==> src/rtl/latch_wr_arbiter_if.sv <==
// latch_wr_arbiter_if: requester/latch-bank bundle for latch_wr_arbiter.
// master = requester side (req, req_addr, req_data); slave = arbiter side.
interface latch_wr_arbiter_if #(
  parameter int NREQ   = 4,
  parameter int NLATCH = 4,
  parameter int DW     = 8
);
  localparam int AW = (NLATCH > 1) ? $clog2(NLATCH) : 1;

  logic [NREQ-1:0]    req;
  logic [NREQ*AW-1:0] req_addr;
  logic [NREQ*DW-1:0] req_data;
  logic [NREQ-1:0]    gnt;
  logic               busy;
  logic [DW-1:0]      lat_d;
  logic [NLATCH-1:0]  lat_en;

  modport master (
    output req, req_addr, req_data,
    input  gnt, busy, lat_d, lat_en
  );

  modport slave (
    input  req, req_addr, req_data,
    output gnt, busy, lat_d, lat_en
  );
endinterface

==> src/rtl/latch_wr_arbiter.sv <==
// latch_wr_arbiter: round-robin writer into a shared bank of D/EN latches.
// Ports: clk, rst_n (async low), bus (slave: req/addr/data in; gnt/busy/lat_d/lat_en out).
// Macro LATCH_WR_ARBITER_FIXED_PRIO_EN: lowest req index wins, no rr pointer.
module latch_wr_arbiter #(
  parameter int NREQ      = 4,
  parameter int NLATCH    = 4,
  parameter int DW        = 8,
  parameter int PULSE_CYC = 2,
  parameter int GAP_CYC   = 1
) (
  input  logic clk,
  input  logic rst_n,
  latch_wr_arbiter_if.slave bus
);
  localparam int AW   = (NLATCH > 1) ? $clog2(NLATCH) : 1;
  localparam int IW   = $clog2(NREQ);
  localparam int CMAX = (PULSE_CYC > GAP_CYC) ? PULSE_CYC : GAP_CYC;
  localparam int CW   = $clog2(CMAX + 1);

  typedef enum logic [1:0] {
    IDLE, SETUP, PULSE, HOLD
  } state_e;

  state_e state_q, state_n;
  logic [CW-1:0] cnt_q, cnt_n;

  logic [IW-1:0] start;
  logic [IW-1:0] idx;
  logic [IW-1:0] win_n;
  logic          hit;
  logic [AW-1:0] win_addr;
  logic [DW-1:0] win_data;

  logic [IW-1:0]     win_q;
  logic [AW-1:0]     addr_q;
  logic [NREQ-1:0]   gnt_q, gnt_n;
  logic              busy_q, busy_n;
  logic [DW-1:0]     lat_d_q, lat_d_n;
  logic [NLATCH-1:0] lat_en_q, lat_en_n;

  logic last_pulse, last_hold;
  assign last_pulse = (cnt_q == CW'(PULSE_CYC - 1));
  assign last_hold  = (cnt_q == CW'(GAP_CYC - 1));

`ifdef LATCH_WR_ARBITER_FIXED_PRIO_EN
  assign start = '0;
`else
  logic [IW-1:0] rr_q;

  always_ff @(posedge clk or negedge rst_n) begin
    if (!rst_n) begin
      rr_q <= '0;
    end else if (state_q == HOLD && last_hold) begin
      rr_q <= (int'(win_q) == NREQ - 1) ? '0 : win_q + IW'(1);
    end
  end

  assign start = rr_q;
`endif

  // First requester found walking up from start, wrapping at NREQ.
  always_comb begin
    hit   = 1'b0;
    win_n = '0;
    idx   = '0;
    for (int k = 0; k < NREQ; k++) begin
      idx = IW'((int'(start) + k) % NREQ);
      if (!hit && bus.req[idx]) begin
        hit   = 1'b1;
        win_n = idx;
      end
    end
  end

  assign win_addr = bus.req_addr[win_n*AW +: AW];
  assign win_data = bus.req_data[win_n*DW +: DW];

  always_ff @(posedge clk or negedge rst_n) begin
    if (!rst_n) begin
      state_q <= IDLE;
      cnt_q   <= '0;
    end else begin
      state_q <= state_n;
      cnt_q   <= cnt_n;
    end
  end

  always_comb begin
    state_n = state_q;
    cnt_n   = cnt_q;
    unique case (state_q)
      IDLE: begin
        if (hit) begin
          state_n = SETUP;
          cnt_n   = '0;
        end
      end
      SETUP: begin
        state_n = PULSE;
        cnt_n   = '0;
      end
      PULSE: begin
        if (last_pulse) begin
          state_n = HOLD;
          cnt_n   = '0;
        end else begin
          cnt_n = cnt_q + CW'(1);
        end
      end
      HOLD: begin
        if (last_hold) begin
          state_n = IDLE;
          cnt_n   = '0;
        end else begin
          cnt_n = cnt_q + CW'(1);
        end
      end
      default: begin
        state_n = IDLE;
        cnt_n   = '0;
      end
    endcase
  end

  // Outputs are computed from the next state and registered, so every
  // output is a flop and lat_en lines up exactly with the PULSE window.
  always_comb begin
    busy_n   = (state_n != IDLE);
    lat_d_n  = lat_d_q;
    lat_en_n = '0;
    gnt_n    = '0;
    if (state_q == IDLE && hit) begin
      lat_d_n = win_data;
    end
    if (state_n == PULSE && int'(addr_q) < NLATCH) begin
      lat_en_n[addr_q] = 1'b1;
    end
    if (state_n == HOLD && cnt_n == CW'(GAP_CYC - 1)) begin
      gnt_n[win_q] = 1'b1;
    end
  end

  always_ff @(posedge clk or negedge rst_n) begin
    if (!rst_n) begin
      win_q    <= '0;
      addr_q   <= '0;
      gnt_q    <= '0;
      busy_q   <= 1'b0;
      lat_d_q  <= '0;
      lat_en_q <= '0;
    end else begin
      if (state_q == IDLE && hit) begin
        win_q  <= win_n;
        addr_q <= win_addr;
      end
      gnt_q    <= gnt_n;
      busy_q   <= busy_n;
      lat_d_q  <= lat_d_n;
      lat_en_q <= lat_en_n;
    end
  end

  assign bus.gnt    = gnt_q;
  assign bus.busy   = busy_q;
  assign bus.lat_d  = lat_d_q;
  assign bus.lat_en = lat_en_q;

endmodule

==> src/flat_wrapper.sv <==
// flat-port wrapper written by rule: the top's interface ports become plain ports
module latch_wr_arbiter_flat 
#(
  parameter int NREQ      = 4,
  parameter int NLATCH    = 4,
  parameter int DW        = 8,
  parameter int PULSE_CYC = 2,
  parameter int GAP_CYC   = 1
)
  (clk, rst_n, bus_req, bus_req_addr, bus_req_data, bus_gnt, bus_busy, bus_lat_d, bus_lat_en);
  latch_wr_arbiter_if #(.NREQ(NREQ), .NLATCH(NLATCH), .DW(DW)) bus_i ();
  input  logic clk;
  input  logic rst_n;
  input wire logic [$bits(bus_i.req)-1:0] bus_req;
  input wire logic [$bits(bus_i.req_addr)-1:0] bus_req_addr;
  input wire logic [$bits(bus_i.req_data)-1:0] bus_req_data;
  output wire logic [$bits(bus_i.gnt)-1:0] bus_gnt;
  output wire logic [$bits(bus_i.busy)-1:0] bus_busy;
  output wire logic [$bits(bus_i.lat_d)-1:0] bus_lat_d;
  output wire logic [$bits(bus_i.lat_en)-1:0] bus_lat_en;
  assign bus_i.req = bus_req;
  assign bus_i.req_addr = bus_req_addr;
  assign bus_i.req_data = bus_req_data;
  assign bus_gnt = bus_i.gnt;
  assign bus_busy = bus_i.busy;
  assign bus_lat_d = bus_i.lat_d;
  assign bus_lat_en = bus_i.lat_en;
  latch_wr_arbiter #(.NREQ(NREQ), .NLATCH(NLATCH), .DW(DW), .PULSE_CYC(PULSE_CYC), .GAP_CYC(GAP_CYC)) u_core (.clk(clk), .rst_n(rst_n), .bus(bus_i));
endmodule
==> config.mk <==
export PLATFORM = sky130hd
export DESIGN_NAME = latch_wr_arbiter_flat
export DESIGN_NICKNAME = d
export VERILOG_FILES = /design/src/rtl/latch_wr_arbiter_if.sv /design/src/rtl/latch_wr_arbiter.sv /design/src/flat_wrapper.sv
export SDC_FILE = /design/constraint.sdc
export NUM_CORES = 1
export LEC_CHECK = 0
export ABC_AREA = 0
export BUFFER_PORTS_ARGS = -buffer_cell sky130_fd_sc_hd__buf_2
export CAP_MARGIN = 30
export CORE_UTILIZATION = 40
export CTS_CLUSTER_DIAMETER = 120
export DETAILED_ROUTE_END_ITERATION = 16
export GPL_TIMING_DRIVEN = 1
export PLACE_DENSITY = 0.72
export SYNTH_ARGS = -nofsm -noshare
export SYNTH_HDL_FRONTEND = slang
export SYNTH_SLANG_ARGS = --single-unit
export TNS_END_PERCENT = 10
==> constraint.sdc <==
create_clock -name clk -period 3.77 [get_ports clk]
set_input_delay 0 -clock clk [delete_from_list [all_inputs] [get_ports clk]]
set_output_delay 0 -clock clk [all_outputs]
set_load 0.1 [all_outputs]
==> impl_metrics.yaml <==
placement:
  postPlaceCellArea_sq_mm: 0.001831
  dp_hpwl_microns: 2489
  gp_congestion: 0.7985
  portBuffers: 62
sta:
  fin_tns_setup_ns: 0
  finClkSkew_ns: 0.002800
  rsz0062_at_grt: "false"
  maxSlewHeadroom: 0.6013
  worst_slew_pin_slew_ns: 0.5980
  fmax_mhz: 531.3
  setup_viol: 0
  hold_viol: 0
  period_share: 0.4992
  maxSlewViolCount: 0
  period_needed_ns: 1.882
run_status:
  status: "complete, no violations"
layout:
  final_cell_area_sq_mm: 0.001886
  layout_commonest_cell: "buf_2"
  multi_input_area_sq_um: 760.7
  insertedDiodeCount: 0
  area_growth_pct: 26.85
  final_cell_mix: "buf_2, dfrtp_1, mux2i_1, nand2_1, o221ai_1"
  seq_area_sq_um: 675.6
  finish.net_count: 256
  nFillCells: 321
  drive_gt1_frac: 0.3663
yosys:
  synth_warnings: 0
  yosys.cell_types.count: 32
  ys_seq_area_frac: 0.4545
  syn_nets: 193
  synth_top_flop_cell: "dfrtp_1"
  synthTopCellsByArea: "dfrtp_1, mux2i_1, o221ai_1"
  synth_edf_count: 0
  netlist_instances: 140
  async_flop_share: 1.000
  netlist.area_leader.share: 0.4545
  yosysTopAreaCell: "dfrtp_1"
  ys_ff_latch: 27
  syn_avg_cell_area_sq_um: 10.62
  synthesis.area_sq_mm: 0.001486
floorplanning:
  initial_core_util: 0.4318
  core_sq_mm: 0.003442
  ios: 63
  dieArea_sq_mm: 0.003964
  rows: 21
  die_height_microns: 62.96
  die_w_microns: 62.96
grt:
  antenna_found_initial: 0
  grt_overflow: 0
  grt_pass1_wl_microns: 5416
  grtUsageTotal: 0.1711
  grt_max_degree: 28
  grt_pass1_vias: 1259
detailed_routing:
  top_layer: "met4"
  num_vias: 1252
  drtIter0Drc: 57
  dr.pass1.iters: 4
  wl_met2_microns: 1720
  ant_nets: 0
  wl_met1_microns: 1371
  drt_wl_total_microns: 3200
  wl_met3_microns: 55
  vias_per_cell: 5.048
  wire_per_inst_microns: 12.90
  drc: 0
power_and_ir_drop:
  leakagePower_uw: 0.0009987
  p_per_area_mw_per_mm2: 960.0
  ir_drop_v: 0.0004079
critical_path:
  critPathMaxStageDelay_ns: 0.51
  worst-path-buf-inv: 0
  cp_top_family: "simple AND/OR/NAND/NOR gates"
  required_ns: 3.95
  crit_slowest_cell: "dfrtp_1"
  start_kind: "flip-flop"
  worstPathCellList: "nor2_2 -> nand2_1 -> or2_2 -> o221ai_1"
  cp_max_fo: 14
  worstSetupPathType: "reg -> reg"
  arrival_ns: 2.07
  worstSetupEndpointType: "flip-flop"
clock_tree:
  clock-root-buffer: "clkbuf_8"
  insertion_delay_ns: 0.27
  cts_tree: "yes"
  numCtsBuffers: 3
  post_cts_buffers: 0
  cts_resized: 0
  htree_levels: 1
  cts_sinks: 27
  cts_buffer_depth: 2
  clk_pin_slew_ns: 0.09
  hold_buffers: 1
flow_run:
  max-cap-violations: 0
worst_hold_path:
  hold_class: "in -> reg"
[worst min-delay path, delay by kind of cell]
family	cells	cell delay, ns
compound gates	1	0.15
mux	1	0.06
buf+inv	1	0.07
[cells by family after synthesis]
family                     after synthesis  share of synthesized area
muxes                                   25                     0.1717
AOI/OAI and AO/OA                       26                     0.1280
and+or+nand+nor                         44                     0.1490
adders and majority gates                7                    0.05892
buffers and inverters                   11                    0.03788
DFF                                     27                     0.4545
[where the power goes]
group          switching, uW  total [uW]  internal, uW
Sequential               106         520           414
Clock                   89.4         165          75.8
Combinational            824        1120           301
[path summary, 6_finish.rpt]
kind                                   startpoint                    to  slack, ns  cells after the start
worst max-delay path            u_core.state_q[0]      u_core.addr_q[0]       1.89                      4
worst min-delay path             bus_req_data[15]   u_core.bus.lat_d[7]       0.05                      3
worst max register to register  u_core.state_q[0]      u_core.addr_q[0]       1.89                      4
worst min register to register   u_core.addr_q[1]  u_core.bus.lat_en[1]       0.49                      1
max in group asynchronous                   rst_n        u_core.rr_q[1]       3.12                      2
min in group asynchronous                   rst_n       u_core.cnt_q[1]       0.26                      2
[registers in the layout, summed over array words and instances, names as in the netlist]
signal,cells
u_core.bus.lat_d,8
u_core.cnt_q,2
u_core.state_q,2
u_core.win_q,2
u_core.rr_q,2
u_core.bus.gnt,4
u_core.bus.lat_en,4
u_core.bus.busy,1
u_core.addr_q,2
[cell type report]
class                   instances  area share
flip-flops and latches         27      0.3583
well taps                      46     0.03052
repair buffers                 64      0.1739
inverters                       5    0.009954
multi-input cells             102      0.4035
clock buffers                   4     0.02389
[synthesized netlist by cell type (2+ instances only)]
cell       n
nand2_1   17
buf_4      2
inv_1      5
buf_2      3
o22ai_1    3
o21ai_1    4
nand3_1    2
o221ai_1  11
dfrtp_1   27
mux2i_1   21
mux2_2     3
a21oi_1    3
and3_1     2
nor2_1     8
ha_1       7
nor2b_1    3
and2_1     4
[metrics by stage]
stage                     utilization  power [uW]  instances  setup slack [ns]  hold slack [ns]
after floorplan                     -        1464        140             2.147          -0.2956
after global placement         0.5318        1645        243             1.973          0.04617
after detailed placement       0.5318        1657        243             1.908          0.04477
after CTS                      0.5478        1820        248             1.892          0.04804
after global routing           0.5478        1932        248             1.702          0.05153
final                          0.5478        1810        248             1.888          0.04508
[metal layers]
metal / GRT usage / vias up
li1: - / 632
met1: 0.2083 / 592
met2: 0.3091 / 23
met3: 0.01095 / 5
met4: 0.06977 / 0
met5: 0 / -
Note: power is estimated with default switching activity, not from simulation.
